**config.mk**
```make
export PLATFORM = sky130hd
export DESIGN_NAME = dmem_arbiter
export DESIGN_NICKNAME = d
export VERILOG_FILES = /design/src/rtl/dmem_arbiter.sv
export SDC_FILE = /design/constraint.sdc
export NUM_CORES = 1
export LEC_CHECK = 0
export ABC_AREA = 1
export ABC_CLOCK_PERIOD_IN_PS = 1400
export CAP_MARGIN = 20
export CORE_AREA = 2 2 98 100
export CTS_CLUSTER_SIZE = 24
export DETAILED_ROUTE_END_ITERATION = 10
export DIE_AREA = 0 0 100 102
export SETUP_SLACK_MARGIN = 0.05
export SLEW_MARGIN = 20
export SYNTH_ARGS = -nofsm -noshare
export SYNTH_HDL_FRONTEND = slang
export SYNTH_SLANG_ARGS = --single-unit
```
**constraint.sdc**
```tcl
create_clock -name clk_i -period 1.4 [get_ports clk_i]
set_input_delay 0.42 -clock clk_i [delete_from_list [all_inputs] [get_ports clk_i]]
set_output_delay 0.42 -clock clk_i [all_outputs]
set_load 0.03 [all_outputs]
```
**src/rtl/dmem_arbiter.sv**
```systemverilog
// rtl/dmem_arbiter.sv - two-port (core / DMA) arbiter in front of the 4-bank byte-wide data memory
//
// Optional feature macro: DMEM_ARB_DMA_EN
//   defined   : core + DMA ports with burst lock and core starvation counter
//   undefined : core-only pass-through, DMA outputs tied 0, no FSM/counters
//
// Ports:
//   clk_i, rst_ni                      clock (rising edge), async active-low reset
//   core_req_i/we_i/addr_i/be_i/wdata_i MEM-stage load/store request
//   core_gnt_o, core_stall_o           core accepted this cycle / pipeline stall
//   core_rvalid_o, core_rdata_o        core read response (1 cycle after grant)
//   dma_req_i/we_i/addr_i/be_i/wdata_i DMA/loader request
//   dma_last_i                         final beat of a DMA burst
//   dma_gnt_o, dma_rvalid_o, dma_rdata_o DMA grant and read response
//   mem_en_o, mem_we_o, mem_addr_o, mem_wdata_o  bank drive (combinational mux)
//   mem_rdata_i                        bank read data, 1 cycle after a read enable

module dmem_arbiter #(
    parameter int ADDR_W       = 13,
    parameter int STARVE_LIMIT = 4,
    parameter int BURST_MAX    = 8
) (
    input  logic              clk_i,
    input  logic              rst_ni,
    input  logic              core_req_i,
    input  logic              core_we_i,
    input  logic [ADDR_W-1:0] core_addr_i,
    input  logic [3:0]        core_be_i,
    input  logic [31:0]       core_wdata_i,
    output logic              core_gnt_o,
    output logic              core_stall_o,
    output logic              core_rvalid_o,
    output logic [31:0]       core_rdata_o,
    input  logic              dma_req_i,
    input  logic              dma_we_i,
    input  logic [ADDR_W-1:0] dma_addr_i,
    input  logic [3:0]        dma_be_i,
    input  logic [31:0]       dma_wdata_i,
    input  logic              dma_last_i,
    output logic              dma_gnt_o,
    output logic              dma_rvalid_o,
    output logic [31:0]       dma_rdata_o,
    output logic              mem_en_o,
    output logic [3:0]        mem_we_o,
    output logic [ADDR_W-1:0] mem_addr_o,
    output logic [31:0]       mem_wdata_o,
    input  logic [31:0]       mem_rdata_i
);

    logic core_gnt;
    logic dma_gnt;
    logic rsp_valid;
    logic rsp_owner;   // 1 = DMA issued the read in flight

`ifdef DMEM_ARB_DMA_EN
    localparam int SC_W = $clog2(STARVE_LIMIT + 1);
    localparam int BC_W = $clog2(BURST_MAX + 1);
    localparam logic [SC_W-1:0] STARVE_MAX = SC_W'(STARVE_LIMIT);
    localparam logic [BC_W-1:0] LAST_BEAT  = BC_W'(BURST_MAX - 1);
    // With a one-beat burst limit the first DMA grant is already the last.
    localparam bit CAN_LOCK = (BURST_MAX > 1);

    typedef enum logic {S_CORE, S_DMA} state_t;

    state_t          state;
    logic [SC_W-1:0] starve_cnt;
    logic [BC_W-1:0] beat_cnt;

    // Zero-cycle arbitration; reset suppresses every grant so outputs read 0.
    always_comb begin
        core_gnt = 1'b0;
        dma_gnt  = 1'b0;
        if (rst_ni) begin
            if (state == S_DMA) begin
                dma_gnt  = dma_req_i;
                core_gnt = core_req_i & ~dma_req_i;   // fill DMA bubbles
            end else if (core_req_i && dma_req_i) begin
                if (starve_cnt < STARVE_MAX) begin
                    core_gnt = 1'b1;
                end else begin
                    dma_gnt = 1'b1;
                end
            end else begin
                core_gnt = core_req_i;
                dma_gnt  = dma_req_i;
            end
        end
    end

    always_ff @(posedge clk_i or negedge rst_ni) begin
        if (!rst_ni) begin
            state      <= S_CORE;
            starve_cnt <= '0;
            beat_cnt   <= '0;
        end else begin
            case (state)
                S_CORE: begin
                    if (dma_gnt) begin
                        starve_cnt <= '0;
                        if (!dma_last_i && CAN_LOCK) begin
                            state    <= S_DMA;
                            beat_cnt <= BC_W'(1);
                        end
                    end else if (core_gnt && dma_req_i) begin
                        // Saturates naturally: at the limit the core loses to DMA.
                        starve_cnt <= starve_cnt + SC_W'(1);
                    end
                end
                S_DMA: begin
                    if (dma_gnt) begin
                        // beat_cnt == BURST_MAX-1 means this grant is the final allowed beat.
                        if (dma_last_i || beat_cnt == LAST_BEAT) begin
                            state      <= S_CORE;
                            starve_cnt <= '0;
                            beat_cnt   <= '0;
                        end else begin
                            beat_cnt <= beat_cnt + BC_W'(1);
                        end
                    end
                end
                default: begin
                    state <= S_CORE;
                end
            endcase
        end
    end

    always_ff @(posedge clk_i or negedge rst_ni) begin
        if (!rst_ni) begin
            rsp_owner <= 1'b0;
        end else if (core_gnt || dma_gnt) begin
            rsp_owner <= dma_gnt;
        end
    end
`else
    logic unused_cfg;

    assign core_gnt   = core_req_i & rst_ni;
    assign dma_gnt    = 1'b0;
    assign rsp_owner  = 1'b0;
    assign unused_cfg = ^{dma_req_i, dma_last_i, 32'(STARVE_LIMIT), 32'(BURST_MAX)};
`endif

    // rsp_valid must also clear on idle cycles so a response lasts exactly one cycle.
    always_ff @(posedge clk_i or negedge rst_ni) begin
        if (!rst_ni) begin
            rsp_valid <= 1'b0;
        end else begin
            rsp_valid <= (core_gnt & ~core_we_i) | (dma_gnt & ~dma_we_i);
        end
    end

    always_comb begin
        mem_en_o    = 1'b0;
        mem_we_o    = 4'b0000;
        mem_addr_o  = '0;
        mem_wdata_o = 32'h0;
        if (dma_gnt) begin
            mem_en_o    = 1'b1;
            mem_we_o    = {4{dma_we_i}} & dma_be_i;
            mem_addr_o  = dma_addr_i;
            mem_wdata_o = dma_wdata_i;
        end else if (core_gnt) begin
            mem_en_o    = 1'b1;
            mem_we_o    = {4{core_we_i}} & core_be_i;
            mem_addr_o  = core_addr_i;
            mem_wdata_o = core_wdata_i;
        end
    end

    assign core_gnt_o    = core_gnt;
    assign core_stall_o  = rst_ni & core_req_i & ~core_gnt;
    assign dma_gnt_o     = dma_gnt;
    assign core_rvalid_o = rsp_valid & ~rsp_owner;
    assign dma_rvalid_o  = rsp_valid & rsp_owner;
    assign core_rdata_o  = (rsp_valid && !rsp_owner) ? mem_rdata_i : 32'h0;
    assign dma_rdata_o   = (rsp_valid && rsp_owner) ? mem_rdata_i : 32'h0;

endmodule

```
==> results.md <==
* Share of the yosys chip area belonging to registers at 2.49%
* Power Total at 0.000991 W
* Detailed Route WL at 5.31 mm
* Switching portion of total power at 55.4%
* Worst-path clk slew at 0 ns
* Cells after synthesis at 211
* Cell Pwr Density at 306 mW/mm^2
* Boundary pin count at 256
* Failing checks: setup timing
* Layout cells sized above 1 at 45.3%
* Port bufs at 168
* # DRC at 0
* Unrepaired setup endpoints after global routing: yes
* Crit. End Element: output port
* Pleak at 1.92 nW
* Netlist cell types at 8
* Syn_area_per_cell at 4.76 um^2
* Part of the power in registers at 3.3%
* Final setup margin at -0.139 ns
* Hold buffer count at CTS at 0
* Crit path launch type: input pin
* FILL cells at 985
* Placed inst area at 0.00268 mm^2
* Final-report hold violation count at 0
* Antenna violations before repair at 1
* Grt ovf at 0
* Max Fclk at 650 MHz
* First-pass GRT wire length at 7.36 mm
* Max FO, Critical Path at 6
* Chip height at 102 um
* Outcome: finished, violations left
* Clock share of power at 0%
* Dpl cells at 486
* WS Path Type: in2out
* Final core utilization at 35.6%
* NetSw at 0.000549 W
* Pint at 0.000442 W
* Vias in the first global route at 1539
* Fin cells at 498
* Final Setup Violations at 42
* Drt pass-1 iters at 3
* Layout area overhead at 223%
* Worst EP arrival at 1.12 ns
* Vias per cell at 3.28
* Vias at 1635
* Hold/Removal Path Class: in2async
* GP Congestion at 0.650
* Fin crit share at 110%
* Max-cap viol count at 0
* Combinational power share at 96.7%
* Cell area after layout at 0.00324 mm^2
* Core ar. at 0.00911 mm^2
* Post-DP HPWL at 4.07 mm
* Largest net degree at the start of global routing at 34
* Syn Std Cell Area at 0.00100 mm^2
* Worst IR drop on VDD at 0.154 mV
* Initial Util at 11.0%
* Largest register FFs at 1
* Num rows at 35
* Routed length per instance at 10.7 um
* Register bit total from synthesis at 1
* DR iter-0 viols at 14
* Final min period at 1.54 ns
* GR Util All Layers at 8.75%
* Antenna-violating nets left at 0
* Chip width at 100 um
* Critical Path RT at 0.98 ns
* Max-slew violations at 0
* Yosys warnings at 0
* Die ar. at 0.0102 mm^2
* # nets final at 525
## routing by layer
metal | vias to the layer above | GRT usage [%] | routed length, um
li1 | 828 | - | -
met1 | 702 | 9.38 | 1760
met2 | 105 | 17.8 | 3010
met3 | 0 | 2.67 | 541
met4 | 0 | 0 | 0
met5 | - | 0 | 0
## metrics by stage
| step | worst slack, ns | setup TNS [ns] | hold WS [ns] |
|---|---|---|---|
| CTS | -0.165 | -6.41 | 0.204 |
| global route | -0.172 | -5.36 | 0.201 |
| detailed placement | -0.686 | -34.80 | 0.619 |
| finish | -0.139 | -3.71 | 0.199 |
| global placement | -0.663 | -33.98 | 0.617 |
| floorplan | -0.0544 | -0.690 | 0.124 |
## synthesized netlist by cell type
cell	count	area share, %
nand2_1	36	13
inv_1	78	29
dfrtp_1	1	2.5
nand2_2	1	0.62
buf_6	6	6.7
nor2_1	50	19
conb_1	1	0.37
buf_4	38	28
## layout make-up
class / instances / area [um^2] / share of cell area, %
Sequential cell: 1 / 28.8 / 0.888
Timing Repair Buffer: 185 / 1990 / 61.3
Tap cell: 111 / 139 / 4.28
Antenna cell: 1 / 2.50 / 0.0772
Multi-Input combinational cell: 122 / 787 / 24.3
Inverter: 78 / 297 / 9.15
## path summary, 6_finish.rpt
path / startpoint / to / slack [ns] / cells after the start
worst min-delay path: rst_ni / core_rvalid_o / 0.20 / 1
min in group clk_i: core_we_i / core_rvalid_o / 0.76 / 3
worst max-delay path: rst_ni / mem_en_o / -0.14 / 6
max in group asynchronous: rst_ni / core_rvalid_o / 1.09 / 1
## critical path: stages
cell and delay (ns):
buf_8 0.11, nand2_8 0.10, buf_12 0.12, buf_16 0.13, clkinvlp_4 0.10, buf_6 0.14
## what timing repair did
item	in CTS	in global routing
cloned	3	0
setup endpoints to repair	85	84
buffers inserted	2	8
pin swaps	34	20
hold endpoints to repair	0	0
gates resized for setup	226	22
## cell families (layout without fill, tap and decap cells)
kind of cell	Yosys count	count (layout)	share of synthesized area [%]
DFF	1	1	2.49
other	1	36	0.374
and+or+nand+nor	87	87	32.8
buffers and inverters	122	263	64.3
## power groups by stage
stage	sequential [W]	clock [W]	combinational [W]
floorplan	0.0000350	0	0.000524
global placement	0.0000402	0	0.000842
detailed placement	0.0000406	0	0.000846
CTS	0.0000406	0	0.000925
global route	0.0000329	0	0.00102
finish	0.0000328	0.0000000000957	0.000958
## layout by cell type (no fill, tap or decap), types with 4 or more instances in the layout
cell type,instances
buf_4,7
nand2_1,35
inv_1,56
nor2_4,39
nor2_1,4
nor2_2,7
inv_2,21
dlygate4sd2_1,78
conb_1,35
buf_12,10
buf_6,81
Note: power is estimated with default switching activity, not from simulation.
